## config.mk

```make
export PLATFORM = sky130hd
export DESIGN_NAME = lcd_line_writer
export DESIGN_NICKNAME = d
export VERILOG_FILES = /design/src/rtl/lcd_line_writer.sv
export SDC_FILE = /design/constraint.sdc
export NUM_CORES = 1
export LEC_CHECK = 0
export ABC_AREA = 1
export BUFFER_PORTS_ARGS = -buffer_cell sky130_fd_sc_hd__buf_2
export CAP_MARGIN = 20
export CORE_ASPECT_RATIO = 2
export CORE_UTILIZATION = 53
export DETAILED_ROUTE_END_ITERATION = 7
export GPL_ROUTABILITY_DRIVEN = 0
export PLACE_DENSITY = 0.83
export RECOVER_POWER = 50
export SLEW_MARGIN = 20
export SYNTH_ARGS = -nofsm -noshare
export SYNTH_HDL_FRONTEND = slang
export SYNTH_SLANG_ARGS = --single-unit
```

## constraint.sdc

```tcl
create_clock -name clk -period 12.4 [get_ports clk]
set_clock_uncertainty 0.1 [all_clocks]
set_input_delay 1.24 -clock clk [delete_from_list [all_inputs] [get_ports clk]]
set_output_delay 1.24 -clock clk [all_outputs]
set_load 0.05 [all_outputs]
```

## src/rtl/lcd_line_writer.sv

```systemverilog
// HD44780 8-bit line writer: powers up the LCD, then rewrites one 16-character
// line from line_ascii whenever the text differs from what was last shown.
module lcd_line_writer #(
   parameter int unsigned INIT_WAIT_CYC  = 750000,
   parameter int unsigned E_PULSE_CYC    = 25,
   parameter int unsigned CMD_WAIT_CYC   = 2500,
   parameter int unsigned CLEAR_WAIT_CYC = 100000,
   parameter logic [6:0]  LINE_ADDR      = 7'h00
) (
   input  logic         clk,
   input  logic         rst,
   input  logic [127:0] line_ascii,
   output logic         lcd_e,
   output logic         lcd_rs,
   output logic         lcd_rw,
   output logic [7:0]   lcd_data,
   output logic         busy,
   output logic         done
);

   function automatic int unsigned max2(input int unsigned a, input int unsigned b);
      return (a > b) ? a : b;
   endfunction

   localparam int unsigned CNT_MAX = max2(max2(INIT_WAIT_CYC, E_PULSE_CYC),
                                          max2(CMD_WAIT_CYC, CLEAR_WAIT_CYC));
   localparam int unsigned CNT_W   = $clog2(CNT_MAX + 1);
   localparam int unsigned IDX_W   = 4;
   localparam int unsigned N_INIT  = 4;
   localparam int unsigned N_CHAR  = 16;

   localparam logic [CNT_W-1:0] INIT_LAST  = CNT_W'(INIT_WAIT_CYC - 1);
   localparam logic [CNT_W-1:0] PULSE_LAST = CNT_W'(E_PULSE_CYC - 1);
   localparam logic [CNT_W-1:0] CMD_LAST   = CNT_W'(CMD_WAIT_CYC - 1);
   localparam logic [CNT_W-1:0] CLEAR_LAST = CNT_W'(CLEAR_WAIT_CYC - 1);
   localparam logic [IDX_W-1:0] INIT_IDX_LAST = IDX_W'(N_INIT - 1);
   localparam logic [IDX_W-1:0] CHAR_IDX_LAST = IDX_W'(N_CHAR - 1);

   typedef enum logic [2:0] {
      S_PWR_WAIT,
      S_INIT,
      S_IDLE,
      S_ADDR,
      S_CHAR,
      S_FIN
   } state_t;

   typedef enum logic [1:0] {
      PH_SETUP,
      PH_PULSE,
      PH_HOLD
   } phase_t;

   state_t             state;
   phase_t             phase;
   logic [CNT_W-1:0]   cnt;
   logic [IDX_W-1:0]   idx;
   logic               force_refresh;
   logic [127:0]       snap;
   logic [127:0]       shown;
   logic [CNT_W-1:0]   hold_last;
   logic               refresh_req;

   // Function set 8-bit/2-line, display on, entry increment, clear.
   function automatic logic [7:0] init_cmd(input logic [IDX_W-1:0] i);
      case (i)
         4'd0:    return 8'h38;
         4'd1:    return 8'h0C;
         4'd2:    return 8'h06;
         default: return 8'h01;
      endcase
   endfunction

   // Leftmost character first; unfilled (zero) positions are shown as spaces.
   function automatic logic [7:0] char_at(input logic [127:0] s, input logic [IDX_W-1:0] i);
      logic [7:0] c;
      c = s[8*(15 - int'(i)) +: 8];
      return (c == 8'h00) ? 8'h20 : c;
   endfunction

   always_comb begin
      hold_last = CMD_LAST;
      if (state == S_INIT && idx == INIT_IDX_LAST) begin
         hold_last = CLEAR_LAST;
      end
   end

   assign refresh_req = force_refresh || (line_ascii != shown);

   always_ff @(posedge clk) begin
      if (rst) begin
         state         <= S_PWR_WAIT;
         phase         <= PH_SETUP;
         cnt           <= '0;
         idx           <= '0;
         force_refresh <= 1'b1;
         lcd_e         <= 1'b0;
         lcd_rs        <= 1'b0;
         lcd_rw        <= 1'b0;
         lcd_data      <= 8'h00;
         busy          <= 1'b1;
         done          <= 1'b0;
      end else begin
         lcd_rw <= 1'b0;
         done   <= 1'b0;
         case (state)
            S_PWR_WAIT: begin
               if (cnt == INIT_LAST) begin
                  cnt      <= '0;
                  idx      <= '0;
                  phase    <= PH_SETUP;
                  state    <= S_INIT;
                  lcd_rs   <= 1'b0;
                  lcd_data <= init_cmd('0);
               end else begin
                  cnt <= cnt + CNT_W'(1);
               end
            end

            S_INIT, S_ADDR, S_CHAR: begin
               case (phase)
                  PH_SETUP: begin
                     lcd_e <= 1'b1;
                     cnt   <= '0;
                     phase <= PH_PULSE;
                  end
                  PH_PULSE: begin
                     if (cnt == PULSE_LAST) begin
                        lcd_e <= 1'b0;
                        cnt   <= '0;
                        phase <= PH_HOLD;
                     end else begin
                        cnt <= cnt + CNT_W'(1);
                     end
                  end
                  default: begin
                     if (cnt == hold_last) begin
                        cnt   <= '0;
                        phase <= PH_SETUP;
                        // Byte finished: load the next byte or leave the sequence.
                        case (state)
                           S_INIT: begin
                              if (idx == INIT_IDX_LAST) begin
                                 state <= S_IDLE;
                                 busy  <= 1'b0;
                              end else begin
                                 idx      <= idx + IDX_W'(1);
                                 lcd_data <= init_cmd(idx + IDX_W'(1));
                              end
                           end
                           S_ADDR: begin
                              state    <= S_CHAR;
                              idx      <= '0;
                              lcd_rs   <= 1'b1;
                              lcd_data <= char_at(snap, '0);
                           end
                           default: begin
                              if (idx == CHAR_IDX_LAST) begin
                                 state <= S_FIN;
                                 done  <= 1'b1;
                              end else begin
                                 idx      <= idx + IDX_W'(1);
                                 lcd_data <= char_at(snap, idx + IDX_W'(1));
                              end
                           end
                        endcase
                     end else begin
                        cnt <= cnt + CNT_W'(1);
                     end
                  end
               endcase
            end

            S_IDLE: begin
               if (refresh_req) begin
                  state         <= S_ADDR;
                  phase         <= PH_SETUP;
                  cnt           <= '0;
                  snap          <= line_ascii;
                  force_refresh <= 1'b0;
                  lcd_rs        <= 1'b0;
                  lcd_data      <= {1'b1, LINE_ADDR};
                  busy          <= 1'b1;
               end
            end

            S_FIN: begin
               shown <= snap;
               state <= S_IDLE;
               busy  <= 1'b0;
            end

            default: begin
               state <= S_PWR_WAIT;
               phase <= PH_SETUP;
               cnt   <= '0;
               lcd_e <= 1'b0;
               busy  <= 1'b1;
            end
         endcase
      end
   end

endmodule

```

* Word level (Yosys, flattened, before mapping) *
Index checks and enable logic that the tools add are counted.

word-level totals
  flip-flop bits (word level) = 298
  input port bits = 130
  output and inout port bits = 13

operators by class
  add/subtract/negate cells = 3
  equal/unequal tests = 28
  shift-type cells = 1
  multiplexer cells = 55
  bitwise gates (word level) = 6
  reductions and logical operators = 24

operator list
  kind                                            number
  inequality test 128 bit                         1
  variable part select 128 x 8 -> 8 bit           1
  two-way mux 20 bit                              4
  case mux 20 bit (4 select lines)                1
  two-way mux 8 bit                               8
  case mux 20 bit (2 select lines)                1
  case mux 8 bit (3 select lines)                 1
  AND reduction 6 bit                             4
  adder 20 x 1 -> 20 bit, second input constant   1
  == test 20 bit                                  1
  == test 20 bit, second input constant           1
  == test 20 x 5 -> 1 bit, second input constant  1
  two-way mux 4 bit                               5
  two-way mux 3 bit                               6
  case mux 6 bit (3 select lines)                 1
  two-way mux 17 bit                              1
  zero test 8 bit                                 2
  case mux 4 bit (2 select lines)                 2
  case mux 8 bit (2 select lines)                 1
  inequality test 2 bit, second input constant    7
  two-way mux 1 bit                               12
  inequality test 3 bit, second input constant    4
  inequality test 4 bit, second input constant    3
  case mux 3 bit (4 select lines)                 1
  31 further kinds                                47

* Logic depth before layout (Yosys ltp) *
  word-level depth = 10
  gate-level depth with buffers = 19
  gate-level depth less buffers = 17

* Worst setup path before layout *
Ideal clock, no wire load.

  path kind = input to register
  start = input line_ascii[49]
  end = register snap[0] (enable)
  setup time = 0.805 ns
  data arrival time = 11.227 ns
  data required time = 11.495 ns
  setup slack = 0.269 ns
  cell stages on the path = 8
  path through = or2_2 > nand4_1 > nor2_1 > nand2_1 > nor2_1 > nand2_1 > nor2_1 > a211oi_1

on the way
  cells in the longest elaborated chain, start to end = 3

ends and longest elaborated chain
  what                           RTL line  RTL
  start, declared                12        input logic [127:0] line_ascii,
  inequality test 128 bit        88        assign refresh_req = force_refresh || (line_ascii != shown);
  logical OR 1 bit               88
  AND reduction 3 bit (no line)  n/a
  end signal, assigned           179       snap <= line_ascii;
  end, declared                  59        logic [127:0] snap;

No other way between the ends.
A chain may end at the register's enable or synchronous reset.

* Worst setup path in the final report *
  start = input rst
  end = register shown[39] (enable)

on the way
  cells in the longest elaborated chain, start to end = 2

ends and longest elaborated chain
  what                           RTL line  RTL
  start, declared                11        input logic rst,
  inverter 1 bit (no line)       n/a
  AND reduction 2 bit (no line)  n/a
  end signal, assigned           188       shown <= snap;
  end, declared                  60        logic [127:0] shown;

No other way between the ends.

==> results.json <==
{
  "period_minus_slack_ns": 5.32,
  "syn_inst": 1440,
  "final_util": 0.604,
  "synthXorXnorAreaFrac": 0.0378,
  "slew_violations": 56,
  "initial_core_util": 0.539,
  "setup_viol_count_final": 0,
  "syn_area_um2": 13800,
  "yosys.area_share.adder": 0.00543,
  "drtAntennaViolNets": 0,
  "yosysSeqAreaShare": 0.617,
  "timing.critical_path.mode_cell": "clkbuf_1",
  "fmax_mhz": 188,
  "syn_nets": 1576,
  "drv_cap": 1,
  "ctsLongestPathBuffers": 3,
  "dr.pass1.iters": 5,
  "cts-root-buf": "clkbuf_16",
  "rrSetupSlack_ns": 7.68,
  "cts_tree": "built",
  "dpl_worst_slack_ns": 8.25,
  "die_area_um2": 26800,
  "period_share": 0.429,
  "yosys.area.top_type": "edfxtp_1",
  "die_h_um": 230,
  "slowest_delay_ns": 2.21,
  "grt_max_degree": 75,
  "vias_per_cell": 5.47,
  "nNetsFinal": 1714,
  "grt_pass1_wl_um": 54200,
  "async_flop_share": 0,
  "coreArea_um2": 25700,
  "r2r_end": "shown[39]",
  "power_density_nw_per_um2": 169,
  "synth-simple-area-share": 0.231,
  "r2r_start": "state[0]",
  "synth_top_family_by_area": "simple AND/OR/NAND/NOR gates",
  "hp-start": "snap[92]",
  "cts-htree-levels": 1,
  "drt-total-wl_um": 35000,
  "synthMuxAreaShare": 0,
  "tns_ns": 0,
  "crit_buf_inv": 3,
  "cp.arrival_ns": 5.39,
  "antenna_found_initial": 1,
  "cts_made_buffers": 26,
  "cts_hold_buf": 0,
  "tightest_slew_ns": 3.16,
  "worstHoldPathCells": 0,
  "worst_setup_path_start_kind": "primary input",
  "synth_top_area_frac": 0.556,
  "ff2ff_path_depth": 6,
  "io_pins": 143,
  "clk_latency_ns": 0.55,
  "end_kind": "register",
  "die_w_um": 116,
  "crit_slowest_cell": "clkbuf_1",
  "row_count": 83,
  "setup_ws_ns": 7.08,
  "avgSynthCellArea_um2": 9.60,
  "drtIter0Drc": 877,
  "path_delay_family": "buffers and inverters",
  "ys.flop_type": "edfxtp_1",
  "drc": 0,
  "ys_ff_latch": 298,
  "synth_area_leaders": "edfxtp_1, nand2_1, dfxtp_1",
  "cts.sinks": 298,
  "gr-usage-all-layers": 0.270,
  "violations": "capacitance limit, slew limit",
  "post_cts_resized": 0,
  "max-vdd-ir-drop_v": 0.000107,
  "synth_cell_types": 46,
  "layout-drive-gt1-share": 0.0721,
  "path_class": "primary input to register",
  "crit_required_ns": 12.46,
  "crit_chain": "clkbuf_1 -> nor2_4 -> clkbuf_1 -> buf_4",
  "clk_transition_reported_paths_ns": 0.08,
  "hold_viol": 0,
  "yosys_warnings": 0,
  "layout_commonest_cell": "nand2_1",
  "dp_hpwl_um": 24800,
  "postCtsSetupBuffers": 0,
  "synth_edf_count": 256,
  "overflow": 0,
  "vias": 10598,
  "io_buffers": 141,
  "most-common-layout-cells": "nand2_1, edfxtp_1, inv_1, nor2_1, clkbuf_1",
  "status": "finished with violations",
  "hold_class": "register to register",
  "wl_per_cell_um": 18.1,
  "holdPathEnd": "shown[92]",
  "synth_compound_area_frac": 0.0399,
  "rsz0062_at_grt": "no",
  "slew_headroom": -1.11,
  "grt_pass1_vias": 10476,
  "cp_max_fo": 74,
  "synthToLayoutAreaGrowth_pct": 12.1,
  "p_leak_nw": 6.15
}
[cell type report]
type                       instances  area (µm²)
timing repair buffer             149         604
inverter                         201         754
antenna                            1        2.50
multi-input combinational        902        4370
tap                              340         425
clock buffer                      28         679
clock inverter                    17         126
fill                            2136       10200
sequential                       298        8530
[metal layers]
metal / vias to the layer above / wire length [µm] / share of wire / track usage
met1: 5012 / 12700 / 0.36 / 0.304
met5: - / 0 / 0 / 0
met3: 137 / 1830 / 0.052 / 0.0286
met2: 445 / 18100 / 0.52 / 0.473
li1: 5004 / - / - / -
met4: 0 / 2390 / 0.068 / 0.177
[cells in the mapped netlist (2+ instances only)]
library cell	n
o21ai_0	37
a31oi_1	2
nor3_1	25
buf_4	4
nand4_1	30
nand2_1	369
o22ai_1	13
or2_1	2
edfxtp_1	256
dfxtp_1	42
clkbuf_1	14
nor2_2	2
xor2_2	2
nor2_4	2
nand3b_1	4
ha_1	6
buf_2	17
inv_2	9
nand2_4	2
nor2_1	144
or2_2	23
nand3_2	3
nor4_1	6
xnor2_1	23
xor2_1	33
inv_1	190
clkinv_1	2
o2bb2ai_1	2
nand2_2	3
nand3_1	120
buf_1	2
a21oi_1	37
[registers in the layout (all words and copies together) (netlist names)]
| signal | count |
|---|---|
| busy | 1 |
| cnt | 20 |
| done | 1 |
| force_refresh | 1 |
| idx | 4 |
| lcd_data | 8 |
| lcd_e | 1 |
| lcd_rs | 1 |
| phase | 2 |
| shown | 128 |
| snap | 128 |
| state | 3 |
[kinds of logic after synthesis]
| group | count (synthesis) |
|---|---|
| buf+inv | 240 |
| xor+xnor | 58 |
| simple gates | 737 |
| other cells | 1 |
| flops | 298 |
| compound gates | 100 |
| fa+ha+maj | 6 |
[how the worst max path moves through the flow]
stage,start,endpoint,slack (ns),cells past startpoint
6_report,rst,shown[39],7.08,4
5_1_grt,rst,shown[47],6.81,4
4_1_cts,idx[1],lcd_data[2],8.59,13
3_5_place_dp,line_ascii[49],snap[85],8.25,11
3_3_place_gp,line_ascii[49],snap[85],8.35,11
2_1_floorplan,line_ascii[49],snap[0],0.27,8
[where the power goes]
group / internal (W) / switching, W / total, W
clock: 0.000420 / 0.000381 / 0.000800
sequential: 0.00118 / 0.0000513 / 0.00123
combinational: 0.000165 / 0.000418 / 0.000583
total: 0.00177 / 0.000849 / 0.00262
[metrics by stage]
step / power [W] / hold slack (ns) / std cells / cell area [µm²]
2_1_floorplan: 0.00166 / 0.320 / 1440 / 13800
3_3_place_gp: 0.00182 / 0.328 / 1890 / 14800
3_5_place_dp: 0.00183 / 0.331 / 1890 / 14800
4_1_cts: 0.00262 / 0.343 / 1935 / 15700
5_1_grt: 0.00272 / 0.352 / 1936 / 15500
6_report: 0.00262 / 0.344 / 1936 / 15500
Note: power is estimated with default switching activity, not from simulation.
